File: config.mk
export PLATFORM = sky130hd
export DESIGN_NAME = deserializer
export DESIGN_NICKNAME = d
export VERILOG_FILES = /design/src/rtl/deserializer.sv
export SDC_FILE = /design/constraint.sdc
export NUM_CORES = 1
export LEC_CHECK = 0
export ABC_AREA = 0
export ABC_CLOCK_PERIOD_IN_PS = 2100
export CORE_MARGIN = 10
export CORE_UTILIZATION = 49
export CTS_CLUSTER_SIZE = 8
export DETAILED_ROUTE_END_ITERATION = 6
export PLACE_DENSITY_LB_ADDON = 0.08
export SYNTH_ARGS = -nofsm -noshare
export SYNTH_HDL_FRONTEND = slang
export SYNTH_SLANG_ARGS = --single-unit
File: constraint.sdc
create_clock -name clk_i -period 2.1 [get_ports clk_i]
set_clock_uncertainty 0.1 [all_clocks]
set_input_delay 0.525 -clock clk_i [delete_from_list [all_inputs] [get_ports clk_i]]
set_output_delay 0.525 -clock clk_i [all_outputs]
set_load 0.02 [all_outputs]
File: src/rtl/deserializer.sv
// Serial-to-parallel receiver: packs MSB-first valid-qualified bits into DATA_W-bit words with a bit count.
// Optional idle flush of partial words when DESER_TIMEOUT_EN is defined.
module deserializer #(
    parameter int DATA_W  = 16,
    parameter int MOD_W   = $clog2(DATA_W) + 1,
    parameter int TIMEOUT = 32
) (
    input  logic              clk_i,
    input  logic              rst_n_i,
    input  logic              ser_data_i,
    input  logic              ser_data_val_i,
    input  logic              ser_last_i,
    output logic [DATA_W-1:0] deser_data_o,
    output logic [MOD_W-1:0]  deser_data_mod_o,
    output logic              deser_data_val_o,
    output logic              busy_o,
    output logic              timeout_o
);

    localparam logic [DATA_W-1:0] TOP_BIT = {1'b1, {(DATA_W-1){1'b0}}};
    localparam logic [MOD_W-1:0]  FULL    = MOD_W'(DATA_W);

    typedef enum logic [0:0] {S_IDLE, S_COLLECT} state_e;

    state_e            state_q;
    logic [DATA_W-1:0] shift_q, shift_d;
    logic [MOD_W-1:0]  cnt_q, cnt_d;
    logic [DATA_W-1:0] bit_mask;
    logic              done;
    logic              flush;

    logic [DATA_W-1:0] data_q;
    logic [MOD_W-1:0]  mod_q;
    logic              val_q;
    logic              busy_q;
    logic              to_q;

`ifdef DESER_TIMEOUT_EN
    localparam int              IDLE_W    = $clog2(TIMEOUT + 1);
    localparam logic [IDLE_W-1:0] IDLE_LAST = IDLE_W'(TIMEOUT - 1);
    logic [IDLE_W-1:0] idle_q;
`else
    logic unused_timeout;
    assign unused_timeout = TIMEOUT[0];
`endif

    // Unfilled LSBs of shift_q are always zero, so a bit is placed by OR-ing a walking mask.
    always_comb begin
        bit_mask = TOP_BIT >> cnt_q;
        shift_d  = shift_q;
        if (ser_data_i) shift_d = shift_q | bit_mask;
        cnt_d = cnt_q + 1'b1;
        done  = ser_data_val_i && (ser_last_i || (cnt_d == FULL));
        flush = 1'b0;
`ifdef DESER_TIMEOUT_EN
        // A valid bit on the would-be timeout cycle takes priority over the flush.
        flush = (state_q == S_COLLECT) && !ser_data_val_i && (idle_q == IDLE_LAST);
`endif
    end

    always_ff @(posedge clk_i or negedge rst_n_i) begin
        if (!rst_n_i) begin
            state_q <= S_IDLE;
            shift_q <= '0;
            cnt_q   <= '0;
            data_q  <= '0;
            mod_q   <= '0;
            val_q   <= 1'b0;
            busy_q  <= 1'b0;
            to_q    <= 1'b0;
`ifdef DESER_TIMEOUT_EN
            idle_q  <= '0;
`endif
        end else begin
            val_q <= 1'b0;
            to_q  <= 1'b0;
            case (state_q)
                S_IDLE: begin
                    if (ser_data_val_i) begin
                        if (done) begin
                            data_q  <= shift_d;
                            mod_q   <= cnt_d;
                            val_q   <= 1'b1;
                            shift_q <= '0;
                            cnt_q   <= '0;
                        end else begin
                            shift_q <= shift_d;
                            cnt_q   <= cnt_d;
                            busy_q  <= 1'b1;
                            state_q <= S_COLLECT;
                        end
                    end
                end
                S_COLLECT: begin
                    if (ser_data_val_i) begin
`ifdef DESER_TIMEOUT_EN
                        idle_q <= '0;
`endif
                        if (done) begin
                            data_q  <= shift_d;
                            mod_q   <= cnt_d;
                            val_q   <= 1'b1;
                            shift_q <= '0;
                            cnt_q   <= '0;
                            busy_q  <= 1'b0;
                            state_q <= S_IDLE;
                        end else begin
                            shift_q <= shift_d;
                            cnt_q   <= cnt_d;
                        end
                    end else if (flush) begin
                        data_q  <= shift_q;
                        mod_q   <= cnt_q;
                        val_q   <= 1'b1;
                        to_q    <= 1'b1;
                        shift_q <= '0;
                        cnt_q   <= '0;
                        busy_q  <= 1'b0;
                        state_q <= S_IDLE;
`ifdef DESER_TIMEOUT_EN
                        idle_q  <= '0;
`endif
                    end else begin
`ifdef DESER_TIMEOUT_EN
                        idle_q <= idle_q + 1'b1;
`endif
                    end
                end
                default: state_q <= S_IDLE;
            endcase
        end
    end

    assign deser_data_o     = data_q;
    assign deser_data_mod_o = mod_q;
    assign deser_data_val_o = val_q;
    assign busy_o           = busy_q;
`ifdef DESER_TIMEOUT_EN
    assign timeout_o        = to_q;
`else
    assign timeout_o        = 1'b0;
`endif

endmodule

==> results of run 1 <==
## layout make-up
| class | count | area [sq um] | share of cell area |
|---|---|---|---|
| Tap cell | 50 | 62.6 | 0.0236 |
| Clock buffer | 7 | 86.3 | 0.0326 |
| Multi-Input combinational cell | 121 | 833 | 0.315 |
| Inverter | 24 | 90.1 | 0.0340 |
| Timing Repair Buffer | 42 | 420 | 0.159 |
| Clock inverter | 1 | 30.0 | 0.0113 |
| Sequential cell | 45 | 1130 | 0.425 |
## where the power goes
group / internal (mW) / switching, mW / leakage [nW]
Sequential: 0.931 / 0.0381 / 0.606
Clock: 0.388 / 0.282 / 0.0585
Combinational: 0.198 / 0.227 / 0.558
Total: 1.52 / 0.547 / 1.22
## sequential cells by signal, indices dropped and copies added (netlist names), named ones only
| signal | count |
|---|---|
| deser_data_o | 16 |
| shift_q | 16 |
| cnt_q | 5 |
| deser_data_mod_o | 5 |
| busy_o | 1 |
| deser_data_val_o | 1 |
## Yosys cell counts, drive strengths merged
| cell type | count | area [sq um] |
|---|---|---|
| a21boi | 1 | 7.51 |
| a21oi | 26 | 130 |
| a31o | 1 | 8.76 |
| a31oi | 10 | 62.6 |
| and2b | 1 | 7.51 |
| and3 | 10 | 62.6 |
| and3b | 1 | 8.76 |
| and4 | 1 | 8.76 |
| buf | 7 | 71.3 |
| clkbuf | 4 | 15.0 |
| conb | 1 | 3.75 |
| dfrtp | 45 | 1130 |
| ha | 6 | 75.1 |
| inv | 24 | 90.1 |
| mux2 | 2 | 30.0 |
| mux2i | 17 | 170 |
| nand2 | 6 | 22.5 |
| nand2b | 1 | 6.26 |
| nand3 | 2 | 10.0 |
| nor2 | 20 | 75.1 |
| nor2b | 1 | 6.26 |
| o2111ai | 1 | 15.0 |
| o21ai | 4 | 23.8 |
| o22ai | 4 | 25.0 |
| o31ai | 1 | 7.51 |
| o32ai | 1 | 8.76 |
| xnor2 | 3 | 26.3 |
## layer usage
| metal | wire, microns | track usage | vias up |
|---|---|---|---|
| met4 | 91 | 0.0404 | 0 |
| met5 | 0 | 0 | - |
| met1 | 1980 | 0.161 | 784 |
| met3 | 350 | 0.0530 | 10 |
| li1 | - | - | 755 |
| met2 | 2350 | 0.200 | 51 |
## per-stage QoR
step                TNS (ps)   util  cell area, sq um
finish                     0  0.648              2650
global route           -91.2  0.648              2650
CTS                        0  0.631              2580
detailed placement      -322  0.602              2460
global placement           0  0.602              2460
floorplan                  0      -              2100
## timing repair
action                                  CTS  global route
setup buffers                             0             3
resized for setup                         0             2
endpoints found under the setup margin    0            18
## cells by family after synthesis
family	after synthesis
buf+inv	35
xor+xnor	3
simple gates	43
other cells	1
flops	45
mux	19
fa+ha+maj	6
compound gates	49
## final timing paths
path	end	slack, ps
setup reg to reg	deser_data_mod_o[1]	20
setup / recovery	deser_data_mod_o[1]	20
hold / removal	deser_data_o[9]	190
max in group asynchronous	cnt_q[3]	1300
min in group clk_i	shift_q[8]	400
hold reg to reg	shift_q[8]	400
==> results, run 1 <==
- The start point of the critical path is cnt_q[1].
- The number of buffers created by CTS is 5.
- The post-detailed-routing wire length is 4770 microns.
- The initial utilization of the core area, before any placement, comes to 0.515.
- The timing-limited maximum frequency is 481 MHz.
- The number of pins with negative max-slew slack in the final report is 0.
- For this run, the post-layout net count is 250.
- The floorplan step defined a die boundary enclosing 0.00732 sq mm.
- The smallest setup slack after layout is 23.1 ps.
- The worst hold path belongs to the class input pin to async pin.
- The number of primary I/O pins is 29.
- The class of the most critical setup path is register to register.
- The post-synthesis register bit count is 45.
- The TritonCTS sink count is 45.
- The longest individual stage delay on the worst path is 420 ps.
- Each instance of the synthesized netlist takes up on average 10.5 sq um.
- The antenna violation net count after detailed routing is 0.
- The data arrival at the endpoint of the critical path is 2160 ps.
- The per-cell routed wire length is 16.5 microns.
- The start of the worst register-to-register path is cnt_q[1].
- The number of levels the H-tree was split into is 2.
- The floorplan step set the die width to 85.5 microns.
- Of the synthesized area, sequential elements account for 0.535.
- No sink is reached through more buffers than the 2 on the longest clock path.
- Input and output buffers added on the ports amount to 27.
- The final antenna diode count is 0.
- In the final layout, the share of cells above drive strength 1 is 0.121.
- The analysis attributes to cell leakage a power of 1.22 nW.
- In this run, the number of DRC markers left after iteration 0 of detailed routing was 107.
- In this run the tightest slew margin relative to its limit is 0.621.
- For the worst flop-to-flop path, the logic depth is 6.
- At the pin with the least slew margin, the transition time is 569 ps.
- The clock tree from TritonCTS is built.
- The die is 85.5 microns tall.
- The area share of xor/xnor cells in the synthesized design is 0.0125.
- Detailed placement ended at an HPWL of 3220 microns.
- The final-report setup violation count is 0.
- The tool flagged a number of max-cap violations equal to 0.
- Dividing the detail-routed via count by the number of cells gives 5.52.
- The final route contains 1600 vias.
- The core outline area is 0.00409 sq mm.
- The hold violation total from the final report is 0.
- The critical path runs through a total of 6 cells.
- Among cell families on the critical path, the largest total delay comes from adder cells.
- The combined area of all synthesized cells is 0.00210 sq mm.
- The number of buffers and inverters on the critical path is 1.
- For the worst setup path, the data required time is 2180 ps.
- Of the total synthesized cell area, the portion taken by full adders, half adders and majority gates is 0.0357.
- Walking the worst path, the cells encountered are ha_1, ha_4, o2111ai_4, o21ai_4, buf_12, mux2_4.
- The top cell types in the final layout, fill and taps aside, are sky130_fd_sc_hd__dfrtp_1 (45), sky130_fd_sc_hd__a21oi_1 (26), sky130_fd_sc_hd__clkdlybuf4s50_1 (26), sky130_fd_sc_hd__inv_1 (24), sky130_fd_sc_hd__nor2_1 (20).
- The final critical-path required period is 2080 ps.
- The via count of the first global-routing pass is 1603.
- The library cell used most frequently in the layout, excluding fill and tap cells, is sky130_fd_sc_hd__dfrtp_1.
- The count of mapped cells out of synthesis is 201.
- Routability-driven placement finished with a final weighted congestion of 0.806.
- The peak fanout along the critical path is 5.
- Total power for the finished layout comes to 2.06 mW.
- The final critical-path share of the clock period is 0.989.
- The type of destination of the critical path is a register.
- The hold-fix buffer count after cts is 0.
- The overall track demand over capacity in global routing is 0.129.
- The number of antenna violations at the first check in global routing came to 0.
- Of the post-synthesis cell area, the part taken by muxes is 0.0951.
- The floorplan row count is 23.
- The synthesized-area fraction occupied by and/or/nand/nor cells is 0.0987.
- The clock root buffer is sky130_fd_sc_hd__clkbuf_8.
- The highest ir drop seen on vdd is 0.000579 V.
- The number of design rule violations left after detail routing is 0.
- The count of cells in the finished layout, fillers not included, comes to 290.
- On the critical path, the stage with the largest delay is an instance of sky130_fd_sc_hd__dfrtp_1.
- The net count of the mapped netlist is 212.
- STA classifies the critical path startpoint as a register.
- The complex-gate fraction of the synthesized area was 0.137.
- Relative to the synthesized area, the layout overhead comes to 25.9%.
- In this run the power density over the cells is 779 mW/mm^2.
- Counting distinct cell types in the post-synthesis netlist gives 32.
- Entering global routing, the biggest net connects 46 pins.
- The clock-pin slew on the worst setup and hold paths is 80 ps.
- At the placement stage, the worst setup path has a slack of -44.4 ps.
- The number of filler cells placed in the layout is 332.
- Including well taps, the total number of placed cells is 278.
- The number of synthesis warnings is 0.
- The first global-routing pass estimated 7850 microns of wire.
- The number of iterations in the first detailed-routing pass is 4.
- The run finished with clean final reports.
- On the final layout, the worst hold slack is 187 ps.
- The main combinational cell family by area after synthesis is compound AO/OA/AOI/OAI gates.
- The clock latency reported for the late side of the worst-skew pair is 290 ps.
- The aggregate global routing overflow is 0.
Note: power is estimated with default switching activity, not from simulation.
==> inputs of run 2 (changes only) <==
CORE_UTILIZATION = 30   (was 49)
==> run 2 against run 1 <==
  * Combinational power fell by 1%
  * Final cell count increased by 17%
  * Clock power fell by 19%
  * Global-route usage decreased by 3.7 points
  * Sequential power fell by 0.5%
  * Register-to-register slack improved by 40 ps
  * Critical endpoint is now deser_data_mod_o[0]
  * Final area grew 1.4%
  * Total power fell by 6.6%
==> results, run 2 (synthesis results as in run 1) <==
- The detailed-route wire length on metal 1 is 2430 microns (+23%).
- The via count of the first global-routing pass came to 1538 (-4.1%).
- The floorplan row count was 30 (+30%).
- The tightest hold margin was 208 ps (+21.2 ps).
- The area after detailed placement came to 0.00253 sq mm (+2.7%).
- The clock latency reported for the late side of the worst-skew pair is 300 ps (about the same).
- The reg-to-reg setup timing slack came to 70 ps (+40 ps).
- The final antenna diode count is 0 (unchanged).
- The number of max-cap violations was 0 (unchanged).
- The overall via count from detail_route is 1523 (-4.8%).
- The highest ir drop seen on vdd came to 0.000291 V (-50%).
- The data arrival at the endpoint of the critical path came to 2120 ps (-40 ps).
- The count of routing violations after the opening detailed-route iteration came to 60 (-44%).
- The logic depth of the worst setup path including buffers is 6 (unchanged).
- The floorplan die height is 104 microns (+21%).
- The initial core utilization came to 0.310 (-0.205).
- Following the worst setup path forward leads to its endpoint at deser_data_mod_o[0].
- The longest individual stage delay on the worst path is 390 ps (-30 ps).
- The number of antenna violations at the first check in global routing is 0 (unchanged).
- The top cell types in the final layout, fill and taps aside, are sky130_fd_sc_hd__dfrtp_1 (45), sky130_fd_sc_hd__a21oi_1 (26), sky130_fd_sc_hd__clkdlybuf4s50_1 (26), sky130_fd_sc_hd__inv_1 (24), sky130_fd_sc_hd__nor2_1 (20).
- The final cell area excluding filler cells came to 0.00269 sq mm (+1.4%).
- The floorplan die area is 0.0108 sq mm (+47%).
- The number of iterations in the first detailed-routing pass is 4 (unchanged).
- Leaving out fill and tap cells, the most frequent cell in the layout is sky130_fd_sc_hd__dfrtp_1.
- The routed wire length on met2 is 2180 microns (-7.2%).
- Signal routing reaches up to met4.
- The count of buffers inserted at the top-level ports is 27 (unchanged).
- The count of buffering cells on the critical path with inverters included is 1 (unchanged).
- The number of design rule violations left after detail routing is 0 (unchanged).
- The maximum number of pins on one net before global-route repair is 46 (unchanged).
- The timing-limited maximum frequency was 492 MHz (+2.2%).
- The number of primary I/O pins is 29 (unchanged).
- The per-cell routed wire length was 14.5 microns (-12%).
- The depth of the most critical reg-to-reg path is 6 (unchanged).
- The sequential cell area is 0.00113 sq mm (unchanged).
- The slowest library cell on the worst path is sky130_fd_sc_hd__dfrtp_1.
- The number of buffers created by CTS came to 5 (unchanged).
- TritonCTS built the clock tree.
- The worst setup slack after placement is -34.0 ps (+10.4 ps).
- The peak fanout along the critical path is 6 (+1).
- The final estimated routing congestion in global placement came to 0.743 (-7.8%).
- The total power density per cell area is 717 mW/mm^2 (-7.9%).
- The number of levels the H-tree was split into is 2 (unchanged).
- The via count normalized by instance count is 4.51 (-18%).
- The final critical-path share of the clock period was 0.968 (-0.0210).
- The final net count was 253 (+1.2%).
- The antenna violation net count after detailed routing is 0 (unchanged).
- The number of pins with negative max-slew slack in the final report is 0 (unchanged).
- The wire length of the first global-routing pass was 8170 microns (+4.0%).
- The hold-fix buffer count after cts came to 0 (unchanged).
- The worst register-to-register path begins at cnt_q[0].
- The endpoint identified for the worst register-to-register timing path is deser_data_mod_o[0].
- The wire length on met3 was 212 microns (-39%).
- The run finished with clean final reports.
- The type of the tightest min-delay check is input pin to async pin.
- The maximum clock insertion buffer count is 2 (unchanged).
- The core outline area was 0.00679 sq mm (+66%).
- The fraction of final layout cells sized beyond drive strength 1 was 0.128 (+0.00727).
- Walking the worst path, the cells encountered are ha_1, ha_4, o2111ai_4, o21ai_4, buf_4, mux2_4.
- The cell total after placement is 327 (+18%).
- The post-detailed-routing wire length is 4900 microns (+2.6%).
- The overall track demand over capacity in global routing is 0.0922 (-0.0373).
- The TritonCTS sink count is 45 (unchanged).
- The class of the most critical setup path is register to register.
- The kind of start point of the critical path is a register.
- The leakage power summed over all cells is 1.22 nW (-0.23%).
- The clock root buffer is sky130_fd_sc_hd__clkbuf_8.
- The layout overhead on the synthesized area is 27.6%.
- The final instance count without filler cells is 338 (+17%).
- The accumulated negative setup slack is 0 ps (unchanged).
- The die width is 104 microns (+21%).
- The start point of the critical path is cnt_q[0].
- The smallest setup slack after layout is 67.2 ps (+44.1 ps).
- The relative slew slack is 0.604 (-0.0172).
- The final-report setup violation count is 0 (unchanged).
- The number of filler cells placed in the layout came to 669 (+100%).
- The critical path required time is 2190 ps (about the same).
- The family with the most delay on the worst path is adder cells.
- The pin slew with the least headroom to its limit came to 594 ps (+25.7 ps).
- The aggregate global routing overflow is 0 (unchanged).
- The multi-input gate area in the final layout is 833 sq um (unchanged).
- STA classifies the critical path endpoint as a register.
- The final critical-path required period is 2030 ps (-44.1 ps).
- The clock-pin slew on the worst setup and hold paths is 80 ps (about the same).
- The detailed placement HPWL is 3420 microns (+6.1%).
- The hold violation total from the final report is 0 (unchanged).
[run 2: cell count changes in the layout (fill, tap and decap cells not counted), sizes merged]
cell,change
buf,+3
bufinv,-1
[run 2: repair_timing]
| action | in CTS | in global routing |
|---|---|---|
| resized for setup | 0 | 2 |
| setup buffers | 0 | 3 |
| endpoints found under the setup margin | 0 | 16 |
[run 2: worst min path at each step]
stage	end	cells after the start	slack [ps]	startpoint
3_5_place_dp	shift_q[14]	2	380	shift_q[14]
3_3_place_gp	shift_q[0]	2	370	shift_q[0]
6_report	deser_data_o[5]	2	210	rst_n_i
5_1_grt	deser_data_o[5]	2	250	rst_n_i
4_1_cts	deser_data_o[5]	2	240	rst_n_i
2_1_floorplan	async pin	0	130	rst_n_i
[run 2: where the power goes]
group          internal (mW)  total [mW]  switching, mW
clock                  0.261       0.543          0.282
sequential             0.931       0.964         0.0334
combinational          0.196       0.420          0.224
[run 2: cell type report]
type | count | area share
sequential | 45 | 0.419
timing repair buffer | 45 | 0.160
tap | 96 | 0.0447
inverter | 24 | 0.0335
multi-input combinational | 121 | 0.310
clock buffer | 7 | 0.0321
[run 2: metal layers]
metal,global-route usage,vias to the layer above
met2,0.127,27
met5,0,-
li1,-,762
met1,0.129,728
met4,0.0328,0
met3,0.0316,6
[run 2: per-stage QoR]
step | util | total power [mW]
final | 0.395 | 1.93
after global routing | 0.395 | 2.04
after CTS | 0.385 | 1.95
after global placement | 0.372 | 1.39
after floorplan | - | 1.21
after detailed placement | 0.372 | 1.39
[run 2: worst register-to-register path: cells and delay by family (launching register included)]
kind                     cells  cell delay (ps)
adder cells (fa/ha/maj)      2              550
AO/OA/AOI/OAI                2              440
flip-flops                   1              390
multiplexers                 1              280
buffers and inverters        1              170
==> inputs of run 3 (changes only) <==
CTS_BUF_LIST = sky130_fd_sc_hd__clkbuf_8   (was default)
SETUP_SLACK_MARGIN = 0.02   (was default)
==> run 3 against run 2 <==
  * Flip-flop and latch count did not move
  * Largest cell class unchanged
  * Global-route usage did not move
  * Die area did not move
  * Count of clock-buffer cells in the layout fell by 1
  * Worst hold slack barely moved
  * Sequential share of layout area barely moved
  * Final area barely moved
  * Fmax rose by 2.4%
  * Wire length fell by 0.10%
==> results, run 3 (synthesis results as in run 1) <==
- The run finished with clean final reports.
- The count of buffering cells on the critical path with inverters included was 1 (unchanged).
- The overall track demand over capacity in global routing is 0.0922 (unchanged).
- The accumulated negative setup slack is 0 ps (unchanged).
- The detailed placement HPWL came to 3420 microns (unchanged).
- The number of iterations in the first detailed-routing pass came to 4 (unchanged).
- The final net count is 253 (unchanged).
- The final cell area excluding filler cells came to 0.00269 sq mm (about the same).
- The floorplan row count came to 30 (unchanged).
- The leakage power summed over all cells is 1.22 nW (+0.15%).
- The final antenna diode count is 0 (unchanged).
- The highest ir drop seen on vdd was 0.000291 V (about the same).
- The floorplan die height is 104 microns (unchanged).
- The final cell utilization of the core is 0.396 (about the same).
- The number of buffers created by CTS came to 5 (unchanged).
- The final-report setup violation count is 0 (unchanged).
- In the layout the commonest cells are sky130_fd_sc_hd__dfrtp_1 (45), sky130_fd_sc_hd__a21oi_1 (26), sky130_fd_sc_hd__clkdlybuf4s50_1 (26), sky130_fd_sc_hd__inv_1 (25), sky130_fd_sc_hd__nor2_1 (20).
- The core outline area is 0.00679 sq mm (unchanged).
- The wire length of the first global-routing pass is 8170 microns (unchanged).
- The smallest setup slack after layout is 115 ps (+48.2 ps).
- The floorplan die area was 0.0108 sq mm (unchanged).
- The hold violation total from the final report is 0 (unchanged).
- The post-detailed-routing wire length came to 4890 microns (-0.10%).
- The class of the most critical setup path is register to register.
- The number of levels the H-tree was split into is 2 (unchanged).
- The maximum number of pins on one net before global-route repair is 46 (unchanged).
- The area after detailed placement was 0.00253 sq mm (unchanged).
- The fraction of final layout cells sized beyond drive strength 1 is 0.132 (+0.00413).
- The slowest library cell on the worst path is sky130_fd_sc_hd__dfrtp_1.
- The maximum clock insertion buffer count is 2 (unchanged).
- The final estimated routing congestion in global placement came to 0.743 (unchanged).
- The via count of the first global-routing pass is 1538 (unchanged).
- The overall via count from detail_route is 1518 (-0.33%).
- The longest individual stage delay on the worst path came to 390 ps (about the same).
- The final critical-path share of the clock period is 0.945 (-0.0230).
- The number of antenna violations at the first check in global routing is 0 (unchanged).
- The aggregate global routing overflow was 0 (unchanged).
- TritonCTS built the clock tree.
- The relative slew slack was 0.602 (-0.00144).
- The path class of the tightest hold or removal check is input pin to async pin.
- The clock latency reported for the late side of the worst-skew pair was 300 ps (about the same).
- The most frequent standard cell in the layout excluding fill and tap cells is sky130_fd_sc_hd__dfrtp_1.
- The per-cell routed wire length is 14.5 microns (-0.10%).
- The critical path required time is 2190 ps (about the same).
- Grouping stages by cell kind, the critical path spends the most delay in adder cells.
- The count of buffers inserted at the top-level ports came to 27 (unchanged).
- The final critical-path required period is 1980 ps (-48.2 ps).
- The kind of start point of the critical path is a register.
- The number of design rule violations left after detail routing is 0 (unchanged).
- The count of routing violations after the opening detailed-route iteration is 58 (-3.3%).
- The critical path goes through ha_2, ha_4, o2111ai_4, o21ai_4, buf_4, mux2_4.
- CTS placed an instance of sky130_fd_sc_hd__clkbuf_8 at the clock tree root.
- The timing-limited maximum frequency is 504 MHz (+2.4%).
- The hold-fix buffer count after cts is 0 (unchanged).
- The via count normalized by instance count came to 4.49 (-0.33%).
- The total power density per cell area came to 716 mW/mm^2 (-0.24%).
- The number of primary I/O pins is 29 (unchanged).
- The number of pins with negative max-slew slack in the final report was 0 (unchanged).
- The data arrival at the endpoint of the critical path is 2070 ps (-50 ps).
- The TritonCTS sink count is 45 (unchanged).
- STA classifies the critical path endpoint as a register.
- The layout overhead on the synthesized area is 27.8% (about the same).
- The peak fanout along the critical path is 6 (unchanged).
- The number of max-cap violations came to 0 (unchanged).
- The pin slew with the least headroom to its limit is 596 ps (+2.16 ps).
- The die width is 104 microns (unchanged).
- The initial core utilization is 0.310 (unchanged).
- The worst setup slack after placement was -34.0 ps (unchanged).
- The antenna violation net count after detailed routing is 0 (unchanged).
- The clock-pin slew on the worst setup and hold paths is 80 ps (about the same).
- Setup repair after global routing left no endpoint under its margin.
run 3: final timing paths:
check	end	depth (start not counted)	slack, ps	start
hold reg to reg	shift_q[10]	2	400	shift_q[10]
setup reg to reg	deser_data_mod_o[0]	6	120	cnt_q[0]
max in group asynchronous	cnt_q[3]	2	1290	rst_n_i
min in group clk_i	shift_q[10]	2	400	shift_q[10]
hold / removal	deser_data_o[5]	2	210	rst_n_i
setup / recovery	deser_data_mod_o[0]	6	120	cnt_q[0]
run 3: layout make-up:
type / instances / area, sq um
well taps: 96 / 120
clock buffers: 6 / 82.6
flip-flops and latches: 45 / 1130
fillers: 670 / 4110
multi-input cells: 121 / 836
inverters: 24 / 90.1
repair buffers: 45 / 430
clock inverters: 1 / 3.75
run 3: through the flow:
stage	instances	total power, mW	hold slack (ps)
floorplan	201	1.21	129
global placement	327	1.39	374
detailed placement	327	1.39	382
CTS	334	1.94	240
global route	338	2.04	253
finish	338	1.92	209
run 3: what timing repair did:
action                                  CTS  global route
setup buffers                             0             3
endpoints found under the setup margin    0            16
resized for setup                         0             3
run 3: metal layers:
layer	GRT usage	vias to the layer above	wire [microns]
met2	0.127	25	2170
met3	0.0316	6	209
met4	0.0328	0	71
met1	0.129	726	2440
met5	0	-	0
li1	-	761	-
run 3: power by group:
part,total (mW),internal [mW],leakage (nW),switching (mW)
Clock,0.540,0.257,0.0485,0.283
Combinational,0.421,0.196,0.567,0.224
Sequential,0.964,0.931,0.606,0.0335
Total,1.92,1.38,1.22,0.541
==> variant (settings of run 2) <==
Change the parameter `DATA_W` from 16 to 8.
--- a/src/rtl/deserializer.sv
+++ b/src/rtl/deserializer.sv
@@ -1,7 +1,7 @@
 // Serial-to-parallel receiver: packs MSB-first valid-qualified bits into DATA_W-bit words with a bit count.
 // Optional idle flush of partial words when DESER_TIMEOUT_EN is defined.
 module deserializer #(
-    parameter int DATA_W  = 16,
+    parameter int DATA_W  = 8,
     parameter int MOD_W   = $clog2(DATA_W) + 1,
     parameter int TIMEOUT = 32
 ) (
Interface: changed (resized deser_data_mod_o and deser_data_o); port bits go from 29 to 20. The function was not compared with the original's and may differ.
==> variant against run 2 <==
Final area is 36% lower. Highest routed layer unchanged. Critical path type unchanged. Setup slack improved by 0.077 ns. Sequential power down 29%. Synthesized area is 35% lower. Via count fell by 34%. Die area shrank 29%. Total power decreased by 19%. Critical endpoint unchanged. Sequential cell count down 18. Wire length down 38%.
==> variant: results (changes against run 2) <==
Outcome
  – Outcome: completed

Timing
  – Final Critical Period: 1.96 ns (-0.0771 ns)

Placement
  – Weighted congestion at the end of routability-driven global placement: 0.755 (+1.6%)
  – Half-perimeter wire length after detailed placement: 2.32 mm (-32%)
  – Placed Instance Area: 1660 µm² (-34%)
  – Worst setup slack after placement: 0.0121 ns (+0.0461 ns)
  – Count of input and output buffers: 18 (-33%)

Logic synthesis
  – Fraction of the mapped netlist area in adder cells: 0.0641 (+0.0284)
  – Largest cells by area after synthesis: dfrtp_1 (49%), ha_1 (6.4%), mux2i_1 (5.9%)
  – Proportion of synthesized area in mux cells: 0.0751 (-0.0200)
  – Cell types with the highest counts after synthesis: dfrtp_1 (27), inv_1 (16), nor2_1 (11)
  – Compound-cell area share of the yosys netlist: 0.155 (+0.0174)
  – Distinct cell type count after synthesis: 31 (-3.1%)
  – Xor/xnor share of the synthesized area: 0.0201 (+0.00766)
  – Seq/Total Area, Yosys: 0.495 (-0.0406)
  – Syn Nets: 138 (-35%)

Die
  – Num rows: 24 (-20%)

CTS
  – Worst-skew pair later-pin latency: 0.28 ns (-0.02 ns)
  – H-Tree Level Count: 1 (-1)

Finish
  – Count of non-CTS inverters in the layout: 16 (-33%)
  – Antenna Diode Count: 0 (unchanged)
  – Clock buffer count in the final layout: 3 (-4)
  – Multi-In Gates: 77 (-36%)
  – Register fraction of the total cell area: 0.394 (-0.0247)
  – Fraction of final layout cells with drive strength greater than 1: 0.169 (+0.0407)
  – Count of plain and timing-repair buffers: 30 (-33%)
  – Clock-cell share of area: 0.0285 (-0.00365)
  – Fillcell total: 439 (-34%)
  – Number of nets in the final layout: 167 (-34%)
  – Number of flip-flops and latches: 27 (-40%)
  – Share of the final layout cell area in multi-input gates: 0.337 (+0.0265)
  – Data buffer area share: 0.167 (+0.00705)

Power
  – Leakage power figure: 0.762 nW (-37%)
  – Power drawn by the combinational cells: 0.561 mW (+34%)
  – Sequential power share: 0.441 (-0.059)
  – Switching Power: 0.528 mW (-2.1%)

Global routing
  – Overall fraction of global-route tracks in use: 0.0854 (-0.00677)
  – Via count of the first global-routing pass: 1048 (-32%)
  – Global-route wire length before repair: 5.22 mm (-36%)
  – Maximum number of pins on one net before global-route repair: 28 (-39%)

Routing
  – Routed metal-1 wire length: 1.46 mm (-40%)
  – Drt pass-1 iters: 4 (unchanged)
  – Wire length on met3: 182 µm (-14%)
  – Routed length on met2: 1.36 mm (-37%)
  – Post-detailed-route via-to-cell ratio: 4.85 (+7.7%)
  – Number of DRC markers in iteration 0: 59 (-1.7%)
  – Wire length after detailed routing: 3.04 mm (-38%)

Critical path
  – Worst reg2reg setup slack: 0.14 ns (+0.08 ns)
  – Largest stage delay on the critical path: 0.39 ns (about the same)
  – Endpoint arrival time on the critical path: 2.02 ns (-0.10 ns)
  – Maximum fanout along the worst path: 4 (-2)

Hold path
  – Type of the worst min-delay path: reg2reg
-- variant: stage by stage --
step / total power, mW / cells / hold WS [ns] / util
after detailed placement: 1.27 / 202 / 0.386 / 0.379
final: 1.56 / 206 / 0.403 / 0.391
after floorplan: 1.01 / 126 / 0.129 / -
after CTS: 1.59 / 206 / 0.414 / 0.390
after global placement: 1.26 / 202 / 0.380 / 0.379
after global routing: 1.68 / 206 / 0.441 / 0.391
-- variant: kinds of logic (layout without fill, tap and decap cells) --
logic type	Yosys count	count (layout)
flip-flops	27	27
AO/OA/AOI/OAI	31	31
other	1	1
buffers and inverters	22	50
AND/OR/NAND/NOR	27	27
multiplexers	10	10
XOR/XNOR	1	1
adder cells (fa/ha/maj)	7	7
-- variant: routing by layer --
layer | global-route usage | up-vias
li1 | - | 477
met1 | 0.115 | 503
met2 | 0.126 | 16
met3 | 0.0272 | 4
met4 | 0.0261 | 0
met5 | 0 | -
